===== src/rtl/rv_muldiv_pkg.sv =====
// Shared opcode constants, FSM encoding and operand-signedness helpers
// for the RV32M/RV64M multiply/divide unit.
package rv_muldiv_pkg;

  localparam logic [2:0] MD_MUL    = 3'b000;
  localparam logic [2:0] MD_MULH   = 3'b001;
  localparam logic [2:0] MD_MULHSU = 3'b010;
  localparam logic [2:0] MD_MULHU  = 3'b011;
  localparam logic [2:0] MD_DIV    = 3'b100;
  localparam logic [2:0] MD_DIVU   = 3'b101;
  localparam logic [2:0] MD_REM    = 3'b110;
  localparam logic [2:0] MD_REMU   = 3'b111;

  localparam logic [1:0] ST_IDLE = 2'd0;
  localparam logic [1:0] ST_CALC = 2'd1;
  localparam logic [1:0] ST_DONE = 2'd2;

  function automatic logic is_div(input logic [2:0] funct3);
    return funct3[2];
  endfunction

  // MUL is treated as signed: the low half of the product is sign-agnostic.
  function automatic logic signed_rs1(input logic [2:0] funct3);
    case (funct3)
      MD_MULHU, MD_DIVU, MD_REMU: return 1'b0;
      default:                    return 1'b1;
    endcase
  endfunction

  function automatic logic signed_rs2(input logic [2:0] funct3);
    case (funct3)
      MD_MUL, MD_MULH, MD_DIV, MD_REM: return 1'b1;
      default:                         return 1'b0;
    endcase
  endfunction

endpackage


===== src/rtl/rv_muldiv_step.sv =====
// Combinational datapath: UNROLL shift-add multiply or restoring-divide
// steps applied to the accumulator/remainder registers in one cycle.
module rv_muldiv_step
  import rv_muldiv_pkg::*;
#(
  parameter int XLEN   = 32,
  parameter int UNROLL = 1
) (
  input  logic              is_div_i,
  input  logic [XLEN-1:0]   opnd_i,
  input  logic [2*XLEN-1:0] acc_i,
  input  logic [XLEN:0]     rem_i,
  output logic [2*XLEN-1:0] acc_o,
  output logic [XLEN:0]     rem_o
);

  logic [2*XLEN-1:0] acc;
  logic [XLEN:0]     rem;
  logic [XLEN:0]     sum;
  logic [XLEN+1:0]   diff;
  logic              ge;

  // Multiply: LSB of acc selects an add of the multiplicand into the high
  // half, then the whole accumulator shifts right.
  // Divide: acc[XLEN-1:0] holds the dividend shifting out MSB-first while
  // quotient bits shift in at the bottom.
  always_comb begin
    acc  = acc_i;
    rem  = rem_i;
    sum  = '0;
    diff = '0;
    ge   = 1'b0;
    for (int i = 0; i < UNROLL; i++) begin
      sum  = {1'b0, acc[2*XLEN-1:XLEN]} + (acc[0] ? {1'b0, opnd_i} : '0);
      diff = {rem, acc[XLEN-1]} - {2'b00, opnd_i};
      ge   = ~diff[XLEN+1];
      if (is_div_i) begin
        rem = ge ? diff[XLEN:0] : {rem[XLEN-1:0], acc[XLEN-1]};
        acc = {acc[2*XLEN-1:XLEN], acc[XLEN-2:0], ge};
      end else begin
        acc = {sum, acc[XLEN-1:1]};
      end
    end
    acc_o = acc;
    rem_o = rem;
  end

endmodule


===== src/rtl/rv_muldiv_unit.sv =====
// Iterative RV32M/RV64M multiply/divide unit for the execute stage: FSM,
// iteration counter, operand sign handling and divide fast path.
module rv_muldiv_unit
  import rv_muldiv_pkg::*;
#(
  parameter int XLEN   = 32,
  parameter int UNROLL = 1
) (
  input  logic            CLK,
  input  logic            rst_n,
  input  logic            Start,
  input  logic [2:0]      Funct3,
  input  logic [XLEN-1:0] Rs1,
  input  logic [XLEN-1:0] Rs2,
  input  logic            Flush,
  output logic            Busy,
  output logic            Stall,
  output logic            Done,
  output logic [XLEN-1:0] Result
);

  localparam int ITER  = XLEN / UNROLL;
  localparam int CNT_W = (ITER > 1) ? $clog2(ITER) : 1;
  localparam logic [XLEN-1:0] MOST_NEG = {1'b1, {(XLEN-1){1'b0}}};

  function automatic logic [XLEN-1:0] fix_sign(input logic neg, input logic [XLEN-1:0] v);
    return neg ? (~v + {{(XLEN-1){1'b0}}, 1'b1}) : v;
  endfunction

  function automatic logic [2*XLEN-1:0] fix_sign_w(input logic neg, input logic [2*XLEN-1:0] v);
    return neg ? (~v + {{(2*XLEN-1){1'b0}}, 1'b1}) : v;
  endfunction

  logic [1:0]        state_q, state_d;
  logic [CNT_W-1:0]  cnt_q, cnt_d;
  logic [2:0]        f3_q, f3_d;
  logic              neg_q, neg_d;
  logic              rneg_q, rneg_d;
  logic [XLEN-1:0]   opnd_q, opnd_d;
  logic [2*XLEN-1:0] acc_q, acc_d;
  logic [XLEN:0]     rem_q, rem_d;
  logic [XLEN-1:0]   result_q, result_d;

  logic [2*XLEN-1:0] acc_nx;
  logic [XLEN:0]     rem_nx;

  rv_muldiv_step #(
    .XLEN   (XLEN),
    .UNROLL (UNROLL)
  ) u_step (
    .is_div_i (f3_q[2]),
    .opnd_i   (opnd_q),
    .acc_i    (acc_q),
    .rem_i    (rem_q),
    .acc_o    (acc_nx),
    .rem_o    (rem_nx)
  );

  logic            idle;
  logic            s1, s2;
  logic [XLEN-1:0] mag1, mag2;
  logic            div_zero, div_ovf, fast;
  logic [XLEN-1:0] fast_res;
  logic            accept;

  assign idle     = (state_q == ST_IDLE);
  assign s1       = signed_rs1(Funct3) & Rs1[XLEN-1];
  assign s2       = signed_rs2(Funct3) & Rs2[XLEN-1];
  assign mag1     = fix_sign(s1, Rs1);
  assign mag2     = fix_sign(s2, Rs2);
  assign div_zero = (Rs2 == '0);
  assign div_ovf  = signed_rs2(Funct3) & (Rs1 == MOST_NEG) & (Rs2 == '1);
  assign fast     = is_div(Funct3) & (div_zero | div_ovf);
  assign accept   = idle & Start & ~Flush;

  // Divide by zero wins over overflow; REM* selects the remainder column.
  always_comb begin
    if (div_zero) fast_res = Funct3[1] ? Rs1 : '1;
    else          fast_res = Funct3[1] ? '0  : MOST_NEG;
  end

  logic [2*XLEN-1:0] prod;
  logic [XLEN-1:0]   quot, remv, calc_res;

  assign prod = fix_sign_w(neg_q, acc_nx);
  assign quot = fix_sign(neg_q, acc_nx[XLEN-1:0]);
  assign remv = fix_sign(rneg_q, rem_nx[XLEN-1:0]);

  always_comb begin
    if (f3_q[2])               calc_res = f3_q[1] ? remv : quot;
    else if (f3_q[1:0] == 2'b00) calc_res = prod[XLEN-1:0];
    else                       calc_res = prod[2*XLEN-1:XLEN];
  end

  always_comb begin
    state_d  = state_q;
    cnt_d    = cnt_q;
    f3_d     = f3_q;
    neg_d    = neg_q;
    rneg_d   = rneg_q;
    opnd_d   = opnd_q;
    acc_d    = acc_q;
    rem_d    = rem_q;
    result_d = result_q;
    case (state_q)
      ST_IDLE: begin
        if (accept) begin
          f3_d = Funct3;
          if (fast) begin
            result_d = fast_res;
            state_d  = ST_DONE;
          end else begin
            neg_d   = s1 ^ s2;
            rneg_d  = s1;
            opnd_d  = is_div(Funct3) ? mag2 : mag1;
            acc_d   = {{XLEN{1'b0}}, (is_div(Funct3) ? mag1 : mag2)};
            rem_d   = '0;
            cnt_d   = CNT_W'(ITER - 1);
            state_d = ST_CALC;
          end
        end
      end
      ST_CALC: begin
        acc_d = acc_nx;
        rem_d = rem_nx;
        if (Flush) begin
          state_d = ST_IDLE;
        end else if (cnt_q == '0) begin
          result_d = calc_res;
          state_d  = ST_DONE;
        end else begin
          cnt_d = cnt_q - CNT_W'(1);
        end
      end
      ST_DONE: state_d = ST_IDLE;
      default: state_d = ST_IDLE;
    endcase
  end

  always_ff @(posedge CLK or negedge rst_n) begin
    if (!rst_n) begin
      state_q  <= ST_IDLE;
      cnt_q    <= '0;
      f3_q     <= '0;
      neg_q    <= 1'b0;
      rneg_q   <= 1'b0;
      opnd_q   <= '0;
      acc_q    <= '0;
      rem_q    <= '0;
      result_q <= '0;
    end else begin
      state_q  <= state_d;
      cnt_q    <= cnt_d;
      f3_q     <= f3_d;
      neg_q    <= neg_d;
      rneg_q   <= rneg_d;
      opnd_q   <= opnd_d;
      acc_q    <= acc_d;
      rem_q    <= rem_d;
      result_q <= result_d;
    end
  end

  assign Busy   = (state_q == ST_CALC);
  assign Done   = (state_q == ST_DONE);
  assign Stall  = (Start & idle & ~fast) | Busy;
  assign Result = result_q;

endmodule


===== config.mk =====
export PLATFORM = sky130hd
export DESIGN_NAME = rv_muldiv_unit
export DESIGN_NICKNAME = d
export VERILOG_FILES = /design/src/rtl/rv_muldiv_pkg.sv /design/src/rtl/rv_muldiv_step.sv /design/src/rtl/rv_muldiv_unit.sv
export SDC_FILE = /design/constraint.sdc
export NUM_CORES = 1
export LEC_CHECK = 0
export ABC_AREA = 1
export ABC_CLOCK_PERIOD_IN_PS = 3600
export BUFFER_PORTS_ARGS = -buffer_cell sky130_fd_sc_hd__buf_2
export CORE_MARGIN = 3
export CORE_UTILIZATION = 40
export DETAILED_ROUTE_END_ITERATION = 6
export GPL_TIMING_DRIVEN = 1
export HOLD_SLACK_MARGIN = 0.06
export SYNTH_ARGS = -nofsm -noshare
export SYNTH_HDL_FRONTEND = slang
export SYNTH_SLANG_ARGS = --single-unit

===== constraint.sdc =====
create_clock -name CLK -period 3.6 [get_ports CLK]
set_clock_uncertainty 0.05 [all_clocks]
set_input_delay 0 -clock CLK [delete_from_list [all_inputs] [get_ports CLK]]
set_output_delay 0 -clock CLK [all_outputs]
set_load 0.005 [all_outputs]

**Yosys cells after proc, flatten, opt, wreduce, memory -nomap -nowiden**

Index checks and enable logic that the tools add are counted.

- Add/sub/neg operators: 8
- Equal/unequal tests: 18
- Mux-type cells: 40
- Bitwise gates (word level): 19
- Reduce and logical (&&, ||, !) cells: 15

Operators with widths:

| operator | count |
|---|---|
| $mux 32 | 17 |
| $mux 64 | 4 |
| $mux 33 | 4 |
| $add 32x1->32 const B | 4 |
| $not 32->32 | 4 |
| $pmux 64 s2 | 1 |
| $pmux 33 s2 | 1 |
| $add 64x1->64 const B | 1 |
| $eq 32x32->1 const B | 2 |
| $not 64->64 | 1 |
| $pmux 32 s2 | 1 |
| $sub 34x32->34 | 1 |
| $add 32x33->33 | 1 |
| $logic_not 32->1 | 1 |
| $mux 5 | 4 |
| $eq 3x3->1 const B | 4 |
| $pmux 5 s2 | 1 |
| $reduce_and 5->1 | 2 |
| $and 1x1->1 | 8 |
| $mux 2 | 4 |
| $ne 2x1->1 const B | 4 |
| $ne 2x2->1 const B | 3 |
| $reduce_and 3->1 | 2 |
| $logic_not 5->1 | 1 |
| 18 further kinds | 24 |

- Flip-flop bits (word level): 173
- Input port bits: 71
- Output and inout port bits: 35
- Word-level logic and storage cells: 110

**Longest topological paths before layout**

- Depth in word-level cells: 11
- Mapped depth: 36
- Gate-level depth less buffers: 36

**By module**

A second synthesis with hierarchy kept.

- Cells, all modules: 3,710
- Area total of the unflattened synthesis: 20,706.1 um2

Modules (own cells, without submodules):

| module | instances | cells an instance | area each (um2) | sequential area each (um2) |
|---|---|---|---|---|
| rv_muldiv_unit | 1 | 2,344 | 14,209.9 | 4,329.2 |
| rv_muldiv_step | 1 | 1,366 | 6,496.2 | 0.0 |

**Worst setup path after synthesis**

Ideal clock, no wire load.

- Kind: register to register
- Start point: register opnd_q[16]
- End point: register result_q[18], in the netlist Result[18]
- Library setup time: 122 ps
- Arrival: 3,706 ps
- Required time: 3,428 ps
- Setup slack: -278 ps
- Stages on the path, launching flop included: 32
- Buffers on the path: 0
- Clock period less this slack: 3,878 ps
- Cell sequence: dfrtp_1 inv_1 ha_1 nand2_2 inv_2 a21oi_2 inv_2 a21oi_4 nand2_4 nand2_4 nand2_4 nand2_2 nand2_4 nand2_1 nand2_2 inv_1 ha_1 inv_1 nor2_1 nand4_1 nor2_2 inv_2 nor3_2 nand3b_1 nor2_2 nand4_1 o21ai_1 nand2_1 a21oi_1 o21ai_0 a21oi_1 a21oi_1

- Word-level cells in the longest chain between the ends: 11
- Elaborated cells on any way between the ends: 22
- Those cells by class: add/sub (5); mux (13); bitwise (4)

Ends and longest elaborated chain:

| what | RTL line | RTL |
|---|---|---|
| from (decl) | rv_muldiv_unit.sv:39 | `logic [XLEN-1:0] opnd_q, opnd_d;` |
| from (signal assigned) | rv_muldiv_unit.sv:157 | `opnd_q <= opnd_d;` |
| $mux 32 / $sub 34x32->34 (equally long branches) | rv_muldiv_step.sv:34, rv_muldiv_step.sv:35 |  |
| $add 32x33->33 (tied with other cells) | rv_muldiv_step.sv:34 | `sum = {1'b0, acc[2*XLEN-1:XLEN]} + (acc[0] ? {1'b0, opnd_i} : '0);` |
| $mux 64 / $mux 33 (equally long branches) | rv_muldiv_step.sv:37 | `if (is_div_i) begin` |
| $not 64->64 / $not 32->32 (equally long branches) | rv_muldiv_unit.sv:31, rv_muldiv_unit.sv:27 |  |
| $add 64x1->64 / $add 32x1->32 (equally long branches) | rv_muldiv_unit.sv:31, rv_muldiv_unit.sv:27 |  |
| $mux 64 / $mux 32 (equally long branches) | rv_muldiv_unit.sv:31, rv_muldiv_unit.sv:27 |  |
| $mux 32 (on tied branches) | rv_muldiv_unit.sv:91, rv_muldiv_unit.sv:90 |  |
| $mux 32 * | rv_muldiv_unit.sv:90 | `if (f3_q[2]) calc_res = f3_q[1] ? remv : quot;` |
| $mux 32 * | rv_muldiv_unit.sv:128 | `end else if (cnt_q == '0) begin` |
| $mux 32 * | rv_muldiv_unit.sv:126 | `if (Flush) begin` |
| $pmux 32 s2 * | rv_muldiv_unit.sv:105 | `case (state_q)` |
| to (signal assigned) | rv_muldiv_unit.sv:160 | `result_q <= result_d;` |
| to (decl) | rv_muldiv_unit.sv:42 | `logic [XLEN-1:0] result_q, result_d;` |

Every way passes the cells marked *; elsewhere a longest branch is shown, timed or not. The select of a mux whose other input is x is not followed.
A chain may end at the register's enable or synchronous reset.

**Final worst setup path**

- Start point: register opnd_q[30]
- End point: register result_q[14], in the netlist Result[14]

- Word-level cells in the longest chain between the ends: 11
- Elaborated cells on any way between the ends: 20
- Those cells by class: add/sub (4); mux (12); bitwise (4)

Ends and longest elaborated chain:

| what | RTL line | RTL |
|---|---|---|
| $sub 34x32->34 * | rv_muldiv_step.sv:35 | `diff = {rem, acc[XLEN-1]} - {2'b00, opnd_i};` |
| $not 1->1 / $mux 33 (equally long branches) | rv_muldiv_step.sv:36, rv_muldiv_step.sv:38 |  |
| $mux 64 / $mux 33 (equally long branches) | rv_muldiv_step.sv:37 |  |
| $not 64->64 / $not 32->32 (equally long branches) | rv_muldiv_unit.sv:31, rv_muldiv_unit.sv:27 |  |
| $add 64x1->64 / $add 32x1->32 (equally long branches) | rv_muldiv_unit.sv:31, rv_muldiv_unit.sv:27 |  |
| $mux 64 / $mux 32 (equally long branches) | rv_muldiv_unit.sv:31, rv_muldiv_unit.sv:27 |  |
| $mux 32 (on tied branches) | rv_muldiv_unit.sv:91, rv_muldiv_unit.sv:90 |  |
| $mux 32 * | rv_muldiv_unit.sv:90 |  |
| $mux 32 * | rv_muldiv_unit.sv:128 |  |
| $mux 32 * | rv_muldiv_unit.sv:126 |  |
| $pmux 32 s2 * | rv_muldiv_unit.sv:105 |  |

Marked as above.

==> results.yml <==
worst_setup_path:
  endpoint_kind: "flop"
  cp_slowest_cell: "dfrtp_1"
  reg2reg_slack_ns: -0.64
  critPathArrivalTime_ns: 4.58
  r2r_start: "opnd_q[30]"
  reg2regPathDepth: 30
  critical_path.endpoint: "Result[14]"
  crit_path_start_kind: "flop"
  crit_top_cell: "nand2_4"
  critical_path.max_stage_delay_ns: 0.40
  critPathMaxFanout: 3
  required_ns: 3.93
  timing.rr.end: "Result[14]"
  path_class: "flop to flop"
  critPathLaunch: "opnd_q[30]"
finish:
  mostFrequentLayoutCells: "912 x nand2_1, 598 x buf_4, 416 x inv_1"
  final_cells: 4604
  nNetsFinal: 4119
  layout-drive-gt1-share_pct: 27.1
  syn2layout_area_growth_pct: 39.6
  final_common_cell: "nand2_1"
route:
  drt-vias-per-instance: 5.59
  routed_wl_um: 103000
  drc: 0
  firstDrtPassIters: 5
  wl_per_cell_um: 22.3
  detail_route.iter0.violations: 2875
  vias: 25700
  ant_nets: 0
grt:
  grt.total_usage_pct: 39.2
  grt_remaining_overflow: 0
  grt_first_pass_wirelength_um: 150000
  antenna_found_initial: 0
  grt_max_degree: 91
  grt_pass1_vias: 24000
synthesis:
  synth.distinct_cells: 58
  synth_area_leader_cell: "dfrtp_1"
  syn_area_um2: 19500
  synth_top_area_share_pct: 22.2
  synth_area_per_cell_um2: 5.89
  ys_warn_count: 0
  synth_flop_cell: "dfrtp_1"
  synth_fp_nets: 3461
  synth-seq-cells: 173
  synth_edf_count: 0
  netlist_top_cells_area: "dfrtp_1 22%, nand2_1 19%, inv_1 8.5%"
  ys_async_sr_fraction_pct: 100
  yosysSeqAreaShare_pct: 22.2
  synth_cells: 3317
place:
  io_buffers: 105
  dp.cells: 4470
  place_hpwl_um: 83300
  gp_congestion: 1.03
clock_tree:
  worstSkewPairLatency_ns: 0.50
  cts_tree: "done"
  htreeDepth: 4
  clk_pin_slew_ns: 0.08
  clk_root_buffer_cell: "clkbuf_16"
  clock_sinks: 173
  cts_buffers: 17
  clockBufferDepth: 2
power_and_ir_drop:
  power_leakage_nw: 13.9
  irDropWorstVdd_uv: 482
  powerDensity_nw_per_um2: 938
sta:
  holdWs_ns: 0.0759
  tightest_slew_ns: 0.930
  rsz0062_at_grt: "yes"
  setup_viol: 29
  hold_viol_final: 0
  max_slew_margin_pct: 38.0
  slew_violations: 0
  worst_slack_ns: -0.644
  fin_crit_ns: 4.24
  fmax_mhz: 236
  fin_crit_sh_pct: 118
outcome:
  violations: "setup timing"
  status: "complete, but fails checks"
hold_path:
  hp-class: "primary input to async pin"
die:
  initial_core_util_pct: 40.7
  pin_count: 106
  core_area_um2: 47900
  die_w_um: 227
  fp.dieArea_um2: 51500
  std_cell_rows: 80
  dieHeight_um: 227
job:
  max_cap_violations: 0
registers in the layout (all words and copies together), names as in the netlist:
name and cells:
rneg_q 1, cnt_q 5, state_q 2, rem_q 33, f3_q 3, Result 32
opnd_q 32, acc_q 64, neg_q 1
routing by layer:
layer	share of wire [%]	track usage, %	vias up
met5	0	0	-
met4	6.6	21.8	0
met3	8.4	6.99	250
met2	43	60.5	1242
met1	42	52.0	12200
li1	-	-	12100
timing repair:
action	CTS	global route
pin swaps	30	78
resized for setup	80	156
setup endpoints to repair	32	35
endpoints found under the hold margin	130	0
setup buffers	19	40
hold buffers	44	0
through the flow:
| step | setup WS, ns | cell area (um2) | TNS [ns] | total power, mW | util (%) |
|---|---|---|---|---|---|
| 4_1_cts | -0.528 | 26400 | -8.58 | 24.2 | 55.0 |
| 3_3_place_gp | -0.563 | 24900 | -11.08 | 21.5 | 52.0 |
| 3_5_place_dp | -0.638 | 24900 | -13.39 | 21.6 | 52.0 |
| 5_1_grt | -0.889 | 27300 | -16.54 | 27.3 | 56.8 |
| 6_report | -0.644 | 27300 | -9.85 | 25.6 | 56.9 |
| 2_1_floorplan | -0.0733 | 19900 | -0.130 | 12.7 | - |
report_power, final:
group          total, mW  switching [mW]  internal (mW)
sequential          3.45           0.729           2.72
clock               2.02           0.964           1.05
combinational       20.1            11.7           8.38
total               25.6            13.4           12.2
final cells by class:
| type | instances | area [um2] |
|---|---|---|
| sequential | 173 | 4340 |
| antenna | 1 | 2.50 |
| timing repair buffer | 762 | 5750 |
| inverter | 459 | 1730 |
| multi-input combinational | 2562 | 14100 |
| tap | 615 | 769 |
| clock inverter | 14 | 159 |
| fill | 4867 | 20700 |
| clock buffer | 18 | 439 |
Yosys cell counts (all sizes together) (3+ instances only):
cell type and number:
ha 71, nor3 45, dfrtp 173, o21a 6
o2111ai 13, nand3b 23, o221ai 16, clkinv 5
inv 454, a211oi 3, nor4 8, o21ai 252
nor2 405, xnor2 39, buf 42, and3 3
or2 21, o21bai 18, clkbuf 81, xor2 61
a31oi 22, o22ai 42, nand2 995, a21oi 159
o31ai 4, nand4 48, o311ai 9, nand3 249
a21boi 5, o211ai 31
worst min path at each step:
stage / endpoint / startpoint / slack (ns) / depth (start not counted)
floorplan: Result[0] / rst_n / -0.35 / 0
global placement: cnt_q[1] / rst_n / 0.11 / 1
detailed placement: cnt_q[0] / rst_n / 0.09 / 1
CTS: acc_q[21] / Rs2[21] / 0.06 / 4
global route: acc_q[21] / Rs2[21] / 0.11 / 4
finish: cnt_q[1] / rst_n / 0.08 / 2
critical path, delay by kind of cell, from the launching register on:
kind                       cells  cell delay, ns
and+or+nand+nor               17            2.04
AOI/OAI and AO/OA              6            0.87
buffers and inverters          5            0.45
DFF                            1            0.40
adders and majority gates      2            0.33
logic make-up after synthesis:
logic type | after synthesis | share of synthesized area, %
DFF | 173 | 22.2
and+or+nand+nor | 1800 | 39.5
AOI/OAI and AO/OA | 588 | 17.4
xor gates and xnor gates | 100 | 4.49
buffers and inverters | 582 | 11.6
muxes | 1 | 0.0577
adders and majority gates | 73 | 4.76
(Power assumes the default switching activity.)
